[src/rtl/uart_pkg.sv]
// Shared UART types and framing constants; frame layout depends on UART_XMIT_PARITY_EN.
package uart_pkg;

   typedef enum logic {
      IDLE = 1'b0,
      XMIT = 1'b1
   } tx_state_t;

`ifdef UART_XMIT_PARITY_EN
   localparam int FRAME_BITS = 11;
`else
   localparam int FRAME_BITS = 10;
`endif

   localparam int UART_DEF_BAUD_DIV = 2604;
   localparam int BAUD_CNT_W        = 12;
   localparam int BIT_CNT_W         = 4;

   // Frame image in shift order: bit 0 is the start bit, MSB is the stop bit.
   function automatic logic [FRAME_BITS-1:0] frame_load(input logic [7:0] data);
`ifdef UART_XMIT_PARITY_EN
      return {1'b1, ^data, data, 1'b0};
`else
      return {1'b1, data, 1'b0};
`endif
   endfunction

endpackage

[src/rtl/uart_baud_tick.sv]
// Baud-rate divider: one-cycle tick every BAUD_DIV enabled cycles, held at zero when disabled.
module uart_baud_tick
   import uart_pkg::*;
#(
   parameter int BAUD_DIV = UART_DEF_BAUD_DIV
) (
   input  logic clk,
   input  logic rst,
   input  logic en,
   input  logic clr,
   output logic tick
);

   localparam logic [BAUD_CNT_W-1:0] LAST = BAUD_CNT_W'(BAUD_DIV - 1);

   logic [BAUD_CNT_W-1:0] baud_cnt;

   assign tick = en && (baud_cnt == LAST);

   // NOTE: sequential state uses non-blocking assignments only, so every flop samples pre-edge values.
   always_ff @(posedge clk or posedge rst) begin
      if (rst) begin
         baud_cnt <= '0;
      end else if (clr || !en || tick) begin
         baud_cnt <= '0;
      end else begin
         baud_cnt <= baud_cnt + 1'b1;
      end
   end

endmodule

[src/rtl/uart_xmit.sv]
// UART transmitter, LSB first, idle-high line; even parity appended when UART_XMIT_PARITY_EN is defined.
module uart_xmit
   import uart_pkg::*;
#(
   parameter int BAUD_DIV = UART_DEF_BAUD_DIV
) (
   input  logic       clk,
   input  logic       rst,
   input  logic       trmt,
   input  logic [7:0] tx_data,
   input  logic       clr_tx_done,
   output logic       TX,
   output logic       tx_busy,
   output logic       tx_done
);

   tx_state_t             state;
   logic [FRAME_BITS-1:0] shifter;
   logic [BIT_CNT_W-1:0]  bit_cnt;
   logic                  tick;
   logic                  accept;
   logic                  last_shift;

   assign accept     = trmt && (state == IDLE);
   assign last_shift = tick && (bit_cnt == BIT_CNT_W'(FRAME_BITS - 1));

   uart_baud_tick #(
      .BAUD_DIV (BAUD_DIV)
   ) u_baud (
      .clk  (clk),
      .rst  (rst),
      .en   (state == XMIT),
      .clr  (accept),
      .tick (tick)
   );

   always_ff @(posedge clk or posedge rst) begin
      if (rst) begin
         state   <= IDLE;
         shifter <= '1;
         bit_cnt <= '0;
         TX      <= 1'b1;
         tx_busy <= 1'b0;
         tx_done <= 1'b0;
      end else begin
         unique case (state)
            IDLE: begin
               if (accept) begin
                  shifter <= frame_load(tx_data);
                  bit_cnt <= '0;
                  TX      <= 1'b0;
                  tx_busy <= 1'b1;
                  tx_done <= 1'b0;
                  state   <= XMIT;
               end else if (clr_tx_done) begin
                  tx_done <= 1'b0;
               end
            end
            XMIT: begin
               if (clr_tx_done) tx_done <= 1'b0;
               if (tick) begin
                  // TX tracks the bit that becomes shifter[0] after this shift.
                  shifter <= {1'b1, shifter[FRAME_BITS-1:1]};
                  TX      <= shifter[1];
                  bit_cnt <= bit_cnt + 1'b1;
                  if (last_shift) begin
                     tx_busy <= 1'b0;
                     tx_done <= 1'b1;
                     state   <= IDLE;
                  end
               end
            end
            default: state <= IDLE;
         endcase
      end
   end

endmodule

[config.mk]
export PLATFORM = sky130hd
export DESIGN_NAME = uart_xmit
export DESIGN_NICKNAME = d
export VERILOG_FILES = /design/src/rtl/uart_pkg.sv /design/src/rtl/uart_baud_tick.sv /design/src/rtl/uart_xmit.sv
export SDC_FILE = /design/constraint.sdc
export NUM_CORES = 1
export LEC_CHECK = 0
export BUFFER_PORTS_ARGS = -buffer_cell sky130_fd_sc_hd__buf_2
export CAP_MARGIN = 5
export CORE_MARGIN = 5
export CORE_UTILIZATION = 51
export DETAILED_ROUTE_END_ITERATION = 6
export GPL_TIMING_DRIVEN = 1
export PLACE_DENSITY = 0.83
export SYNTH_ARGS = -nofsm -noshare
export SYNTH_HDL_FRONTEND = slang
export SYNTH_SLANG_ARGS = --single-unit
[constraint.sdc]
create_clock -name clk -period 2.1 [get_ports clk]
set_clock_uncertainty 0.05 [all_clocks]
set_input_delay 0.105 -clock clk [delete_from_list [all_inputs] [get_ports clk]]
set_output_delay 0.105 -clock clk [all_outputs]
set_load 0.02 [all_outputs]
* Word level (Yosys, flattened, before mapping) *
Cells that the tools add are included.

operators by class
  add/sub/neg operators = 2
  equal/unequal tests = 5
  muxes and demuxes = 23
  bitwise operators = 1
  reduce and logical (&&, ||, !) cells = 8

operators by type and width
  operator                 number
  $mux W10                 2
  $pmux W10 S2             1
  $add A12 B1 Y12 const B  1
  $eq A12 B12 Y1 const B   1
  $mux W1                  12
  $mux W12                 1
  $mux W4                  2
  $pmux W1 S2              4
  $pmux W4 S2              1
  $ne A2 B1 Y1 const B     3
  $add A4 B1 Y4 const B    1
  $eq A4 B4 Y1 const B     1
  $logic_and A1 B1 Y1      3
  $reduce_and A3 Y1        1
  $logic_or A1 B1 Y1       2
  $reduce_and A2 Y1        1
  $logic_not A1 Y1         1
  $not A1 Y1               1

word-level totals
  bits in registers = 30
  input bits = 12
  output and inout bits = 3
  word-level logic and storage cells = 46

* Longest topological paths before layout *
Gate-level depths: netlist (run 1).

  depth in word-level cells = 6
  mapped depth = 6
  mapped depth without buffers = 5

* Hierarchy *
Synthesis (run 1) repeated with hierarchy kept, for this count alone.

second synthesis, totals
  cells, all modules = 142
  area total of the unflattened synthesis = 1,506.4 µm²

modules (own cells, without submodules)
  module          times used  cells an instance  area an instance (µm²)  seq. area each (µm²)
  uart_xmit       1           81                 849.6                   411.6
  uart_baud_tick  1           61                 656.9                   300.3

* Worst setup path before layout (run 1) *
OpenSTA, ideal clock, no wires.

  path kind = register to register
  from = register u_baud.baud_cnt[4]
  to = register tx_busy
  library setup time = 118 ps
  arrival time = 2,056 ps
  data required time = 1,932 ps
  setup slack = -124 ps
  cell stages (with the launch flop) = 6
  clock period less this slack = 2,224 ps
  cell sequence = dfrtp_1 or4b_1 or4_1 buf_2 or3_4 a21o_1

between the ends
  word-level cells in the longest chain between the ends = 5

RTL lines
  item                                    RTL line              RTL
  from (decl)                             uart_baud_tick.sv:16  logic [BAUD_CNT_W-1:0] baud_cnt;
  from (signal assigned)                  uart_baud_tick.sv:27  baud_cnt <= baud_cnt + 1'b1;
  $eq A12 B12 Y1 (*)                      uart_baud_tick.sv:18  assign tick = en && (baud_cnt == LAST);
  $logic_and A1 B1 Y1 (*)                 uart_baud_tick.sv:18
  $logic_and A1 B1 Y1                     uart_xmit.sv:25       assign last_shift = tick && (bit_cnt == BIT_CNT_W'(FRAME_BITS - 1));
  $ne A2 B1 Y1 (no source line)           -
  $reduce_and A3 Y1 (no source line) (*)  -
  to (signal assigned)                    uart_xmit.sv:43       tx_busy <= 1'b0;
  to (signal assigned)                    uart_xmit.sv:52       tx_busy <= 1'b1;
  to (signal assigned)                    uart_xmit.sv:67       tx_busy <= 1'b0;
  to (decl)                               uart_xmit.sv:13       output logic tx_busy,

Mark *: on every way between the ends. The rest lies on a longest branch, timed or not.
A chain may end at the register's enable or synchronous reset.

* Final worst setup path (run 1) *
  from = register u_baud.baud_cnt[10]
  to = register tx_busy

The elaborated chain is that of the path after synthesis.

==> reports/qor.txt, run 1 <==
vias in the first global route: 1074
hold path cells: 3
fin crit share: 98.2%
Max-Cap Viols: 0
Die Y: 60.8 um
Crit path depth: 4
R2R Setup Slk: 0.04 ns
DRT antenna net count: 0
P&R area growth vs syn: 19.3%
CTS buffer count: 3
Cell Area, Synth: 0.00131 mm^2
Final nets: 168
Setup Viol. Count Final: 0
register bit total from synthesis: 28
drt first pass iters: 6
Syn Nets: 140
Util after Layout: 63.3%
syn_area_per_cell: 10.5 um^2
core outline area: 0.00248 mm^2
share of cells above drive strength 1: 32.9%
max-slew violation count: 0
synth warn: 0
worst r2r dst: tx_busy
Post-DP HPWL: 1920 um
largest net degree at the start of global routing: 29
CP peak stage delay: 0.55 ns
Initial DRC Count: 50
f_max: 485 MHz
Routability Congestion: 0.849
Pwr Density: 835 mW/mm^2
clk root buf: clkbuf_4
drt drc: 0
Pwr Total: 1.31 mW
io pins: 15
peak supply drop: 0.617 mV
Worst-Margin Slew: 0.702 ns
Synth Instances: 125
Synth top cells by count: dfrtp_1, nor2_1, dfstp_2, nand2b_1, xnor2_1
Vias/cell: 5.50
fin worst setup slack: 0.0385 ns
most instantiated library cell after synthesis: dfrtp_1
R2R Path Start: u_baud.baud_cnt[10]
fin crit period: 2.06 ns
WP buf/inv: 0
outcome: complete, no violations
synth unique cells: 29
Setup CP Type: flop to flop
clock sinks: 28
FF-to-FF path depth: 4
sequential share of the synthesized area: 54.2%
crit path DAT: 2.26 ns
number of synthesized flops with an enable pin: 0
total track usage: 16.1%
P_leak: 0.684 nW
Hold EP: shifter[6]
final hold viol count: 0
area leader, netlist: dfrtp_1
Worst setup EP type: flop
Worst Path Max Fanout: 4
CP startpoint kind: flop
CTS tree: yes
Clock Pin Slew Worst Setup and Hold Paths: 0.15 ns
Crit path max-delay family: simple AND/OR/NAND/NOR gates
CTS Buffer Depth: 2
IO Port Bufs: 14
CP max stage cell: or4b_4
antenna violations before repair: 0
hold wc startpoint: tx_data[5]
critical path required time: 2.30 ns
clk_lat worst skew: 0.34 ns
die width: 60.8 um
Post-synth ARST share: 100%
Ant. Diodes: 0
critical path cell sequence: or4b_4, or4_4, or3_4, a21o_1
synth top area cells: dfrtp_1, dfstp_2, o221a_2
GR Overflow Total: 0
WL/cell: 14.6 um
H-tree depth: 1
hold crit path type: input port to flop
Starting Density: 53.0%
drt total wl: 2660 um
first-pass GRT wire length: 4470 um
DR vias: 1001
Main synth FF type: dfrtp_1
RSZ-0062 raised after global routing: true
Slew Limit Headroom: 53.1%
die area: 0.00369 mm^2
DP Worst Slack: -0.0147 ns
post-synth top area share: 36.2%
# rows: 18
worst reg2reg max path, cell delays in order, from the launching register on:
cell and delay, ns:
dfrtp_1 0.41, or4b_4 0.55, or4_4 0.45, or3_4 0.36
a21o_1 0.16
area by class of cell:
class,instances,area (um^2)
clock buffer,4,36.3
fill,199,910
inverter,8,30.0
multi-input combinational,85,574
sequential,28,712
tap,30,37.5
timing repair buffer,27,178
state kept, by name (all words and copies together), names as in the netlist:
name / flops
tx_done: 1
state: 1
tx_busy: 1
u_baud.baud_cnt: 12
shifter: 8
bit_cnt: 4
TX: 1
cells in the final DEF (no fill, tap or decap), drive strengths merged, types with 2 or more instances in the layout:
cell type	synthesis	final
nand3	8	8
dfstp	9	9
xor2	2	2
a21oi	2	2
dlygate4sd3	0	4
ha	3	3
clkbuf	3	4
xnor2	9	9
nor3	3	3
inv	8	8
o221a	7	7
or3	2	2
nor2	18	18
dfrtp	19	19
nor4	2	2
o21ai	3	3
nand2	7	7
nand2b	9	9
buf	1	23
power by group:
part | internal [mW] | total [mW] | switching, mW
clock network | 0.106 | 0.268 | 0.161
logic | 0.163 | 0.302 | 0.139
registers | 0.648 | 0.740 | 0.0917
total | 0.917 | 1.31 | 0.392
per-stage QoR:
step | TNS [ns] | hold WS, ns | instances | instance area (um^2)
floorplan | -0.00635 | 0.114 | 125 | 1320
global placement | 0 | 0.129 | 173 | 1470
detailed placement | -0.0710 | 0.137 | 173 | 1470
CTS | 0 | 0.0306 | 181 | 1540
global route | -0.0146 | 0.0373 | 182 | 1570
finish | 0 | 0.0265 | 182 | 1570
cell families (layout without fill, tap and decap cells):
family | count (synthesis) | in the layout | synth area share [%]
AND/OR/NAND/NOR | 55 | 55 | 21.6
flip-flops | 28 | 28 | 54.2
AO/OA/AOI/OAI | 15 | 15 | 9.71
buffers and inverters | 12 | 39 | 3.52
XOR/XNOR | 11 | 11 | 7.33
adder cells (fa/ha/maj) | 3 | 3 | 2.86
multiplexers | 1 | 1 | 0.762
per-layer routing:
layer	share of wire, %	vias to the layer above	track usage [%]
li1	-	479	-
met1	42	495	18.8
met2	52	23	28.4
met3	5.0	4	5.11
met4	0.98	0	4.64
met5	0	-	0
worst max-delay path by stage:
stage,slack (ns),from,end
global route,-0.01,u_baud.baud_cnt[10],tx_busy
detailed placement,-0.01,u_baud.baud_cnt[10],shifter[3]
floorplan,-0.006,u_baud.baud_cnt[10],tx_busy
CTS,0.004,u_baud.baud_cnt[10],tx_busy
global placement,0.04,u_baud.baud_cnt[10],shifter[5]
finish,0.04,u_baud.baud_cnt[10],tx_busy
what timing repair did:
action | CTS | global route
cloned | 0 | 0
setup buffers | 0 | 1
setup endpoints to repair | 7 | 13
hold buffers | 4 | 0
gates resized for setup | 1 | 4
hold endpoints to repair | 22 | 0
No activity file was read; power rests on OpenSTA's default activity.
==> inputs of run 2 (changes only) <==
--- a/config.mk
+++ b/config.mk
@@ -11,7 +11,8 @@
 export CORE_UTILIZATION = 51
 export DETAILED_ROUTE_END_ITERATION = 6
 export GPL_TIMING_DRIVEN = 1
-export PLACE_DENSITY = 0.83
+export HOLD_SLACK_MARGIN = 0.12
+export PLACE_DENSITY = 0.74
 export SYNTH_ARGS = -nofsm -noshare
 export SYNTH_HDL_FRONTEND = slang
 export SYNTH_SLANG_ARGS = --single-unit
==> run 2 against run 1 <==
Utilization grew 2.2 points. Final area increased by 3.4%. Clock-buffer cell count stayed put. Global-route usage up 0.21 points. Final cell count rose by 2.7%. Critical path depth unchanged. Via count fell by 1.3%. Sequential power fell by 1%. Sequential share of layout area fell by 1.5 points. Critical endpoint unchanged. Largest power group unchanged.
==> reports/qor.txt, run 2 (synthesis gave the netlist of run 1 again) <==
outcome: complete, no violations (unchanged)
crit path DAT: 2.24 ns (was 2.26 ns)
Die Y: 60.8 um (unchanged)
Routability Congestion: 0.837 (was 0.849)
critical path cell sequence: or4b_1, or4_4, or3_4, a21o_1 (was or4b_4, or4_4, or3_4, a21o_1)
die width: 60.8 um (unchanged)
max FFs per register: 12 (unchanged)
CTS tree: yes (unchanged)
Starting Density: 53.0% (unchanged)
DR vias: 988 (was 1001)
WP buf/inv: 0 (unchanged)
Largest Register: u_baud.baud_cnt (unchanged)
IO Port Bufs: 14 (unchanged)
vias in the first global route: 987 (was 1074)
hold crit path type: input port to asynchronous set/reset pin (was input port to flop)
Vias/cell: 5.28 (was 5.50)
clk_lat worst skew: 0.33 ns (was 0.34 ns)
Largest regs: u_baud.baud_cnt (12), shifter (8), bit_cnt (4) (unchanged)
WL/cell: 14.3 um (was 14.6 um)
peak supply drop: 0.672 mV (was 0.617 mV)
# fillers: 203 (was 199)
Post-DP HPWL: 1870 um (was 1920 um)
GR Overflow Total: 0 (unchanged)
Pwr Total: 1.33 mW (was 1.31 mW)
first-pass GRT wire length: 4410 um (was 4470 um)
Post-CTS Setup Inserts: 0 (unchanged)
RSZ-0062 raised after global routing: true (unchanged)
fin crit period: 2.05 ns (was 2.06 ns)
CP peak stage delay: 0.54 ns (was 0.55 ns)
drt total wl: 2670 um (was 2660 um)
Fin Hold WS: 0.397 ns (was 0.0265 ns)
DRT antenna net count: 0 (unchanged)
fin crit share: 97.4% (was 98.2%)
critical path required time: 2.29 ns (was 2.30 ns)
f_max: 489 MHz (was 485 MHz)
Worst-Margin Slew: 0.746 ns (was 0.702 ns)
final hold viol count: 0 (unchanged)
drt first pass iters: 4 (was 6)
H-tree depth: 1 (unchanged)
P_leak: 0.708 nW (was 0.684 nW)
Worst Path Max Fanout: 4 (unchanged)
Crit path max-delay family: simple AND/OR/NAND/NOR gates (unchanged)
max-slew violation count: 0 (unchanged)
# rows: 18 (unchanged)
Initial DRC Count: 42 (was 50)
clk root buf: clkbuf_4 (unchanged)
Seq. cell area: 712 um^2 (unchanged)
CP startpoint kind: flop (unchanged)
Final nets: 173 (was 168)
CTS buffer count: 3 (unchanged)
commonest non-fill, non-tap cells in the layout: dfrtp_1, nor2_1, buf_2 (unchanged)
clock sinks: 28 (unchanged)
commonest non-fill, non-tap cell in the layout: dfrtp_1 (unchanged)
share of cells above drive strength 1: 28.7% (was 32.9%)
Setup CP Type: flop to flop (unchanged)
Pwr Density: 823 mW/mm^2 (was 835 mW/mm^2)
total track usage: 16.3% (was 16.1%)
io pins: 15 (unchanged)
Setup Viol. Count Final: 0 (unchanged)
CP max stage cell: or4b_1 (was or4b_4)
Max-Cap Viols: 0 (unchanged)
Util after Layout: 65.5% (was 63.3%)
CTS Buffer Depth: 2 (unchanged)
core outline area: 0.00248 mm^2 (unchanged)
Clock Pin Slew Worst Setup and Hold Paths: 0.15 ns (about the same)
Worst setup EP type: flop (unchanged)
Slew Limit Headroom: 50.2% (was 53.1%)
die area: 0.00369 mm^2 (unchanged)
largest net degree at the start of global routing: 21 (was 29)
multi-input logic area: 562 um^2 (was 574 um^2)
Ant. Diodes: 0 (unchanged)
P&R area growth vs syn: 23.4% (was 19.3%)
drt drc: 0 (unchanged)
antenna violations before repair: 0 (unchanged)
[run 2: cell count changes in the layout (fill, tap and decap cells not counted), sizes merged]
| cell | change |
|---|---|
| buf | -2 |
| dlygate4sd3 | +7 |
[run 2: repair_timing]
action | in CTS | in global routing
hold buffers | 11 | 0
setup endpoints to repair | 0 | 11
hold endpoints to repair | 29 | 0
resized for setup | 0 | 2
[run 2: cell type report]
class / instances / area share, %
sequential: 28 / 43.9
multi-input combinational: 85 / 34.6
timing repair buffer: 32 / 14.4
clock buffer: 4 / 2.93
tap: 30 / 2.31
inverter: 8 / 1.85
[run 2: report_power, final]
group / internal (mW) / leakage, nW / switching (mW)
Sequential: 0.648 / 0.332 / 0.0836
Clock: 0.146 / 0.0261 / 0.157
Combinational: 0.162 / 0.350 / 0.138
[run 2: tightest hold or removal path: cells and delay by family]
family / cells / cell delay [ns]
buffers and inverters: 3 / 1.21
[run 2: routing by layer]
| layer | global-route usage [%] | up-vias | share of wire [%] | wire length (um) |
|---|---|---|---|---|
| met4 | 4.64 | 0 | 1.4 | 38 |
| li1 | - | 488 | - | - |
| met5 | 0 | - | 0 | 0 |
| met2 | 28.9 | 15 | 50 | 1350 |
| met1 | 19.3 | 481 | 45 | 1200 |
| met3 | 4.68 | 4 | 3.1 | 84 |
[run 2: worst paths after layout]
path | start | to | slack (ns) | depth (start not counted)
max | u_baud.baud_cnt[10] | tx_busy | 0.05 | 4
min | rst | bit_cnt[1] | 0.40 | 3
max reg2reg | u_baud.baud_cnt[10] | tx_busy | 0.05 | 4
min reg2reg | u_baud.baud_cnt[0] | u_baud.baud_cnt[0] | 0.45 | 1
max in group asynchronous | rst | shifter[1] | 0.92 | 4
min in group clk | u_baud.baud_cnt[0] | u_baud.baud_cnt[0] | 0.45 | 1
[run 2: through the flow]
stage               worst slack [ns]  TNS [ns]  cell area, um^2  std cells
floorplan                   -0.00635  -0.00635             1320        125
global placement              0.0692         0             1460        172
detailed placement            0.0241         0             1460        172
CTS                           0.0130         0             1620        187
global route                 -0.0814    -0.622             1620        187
finish                        0.0536         0             1620        187
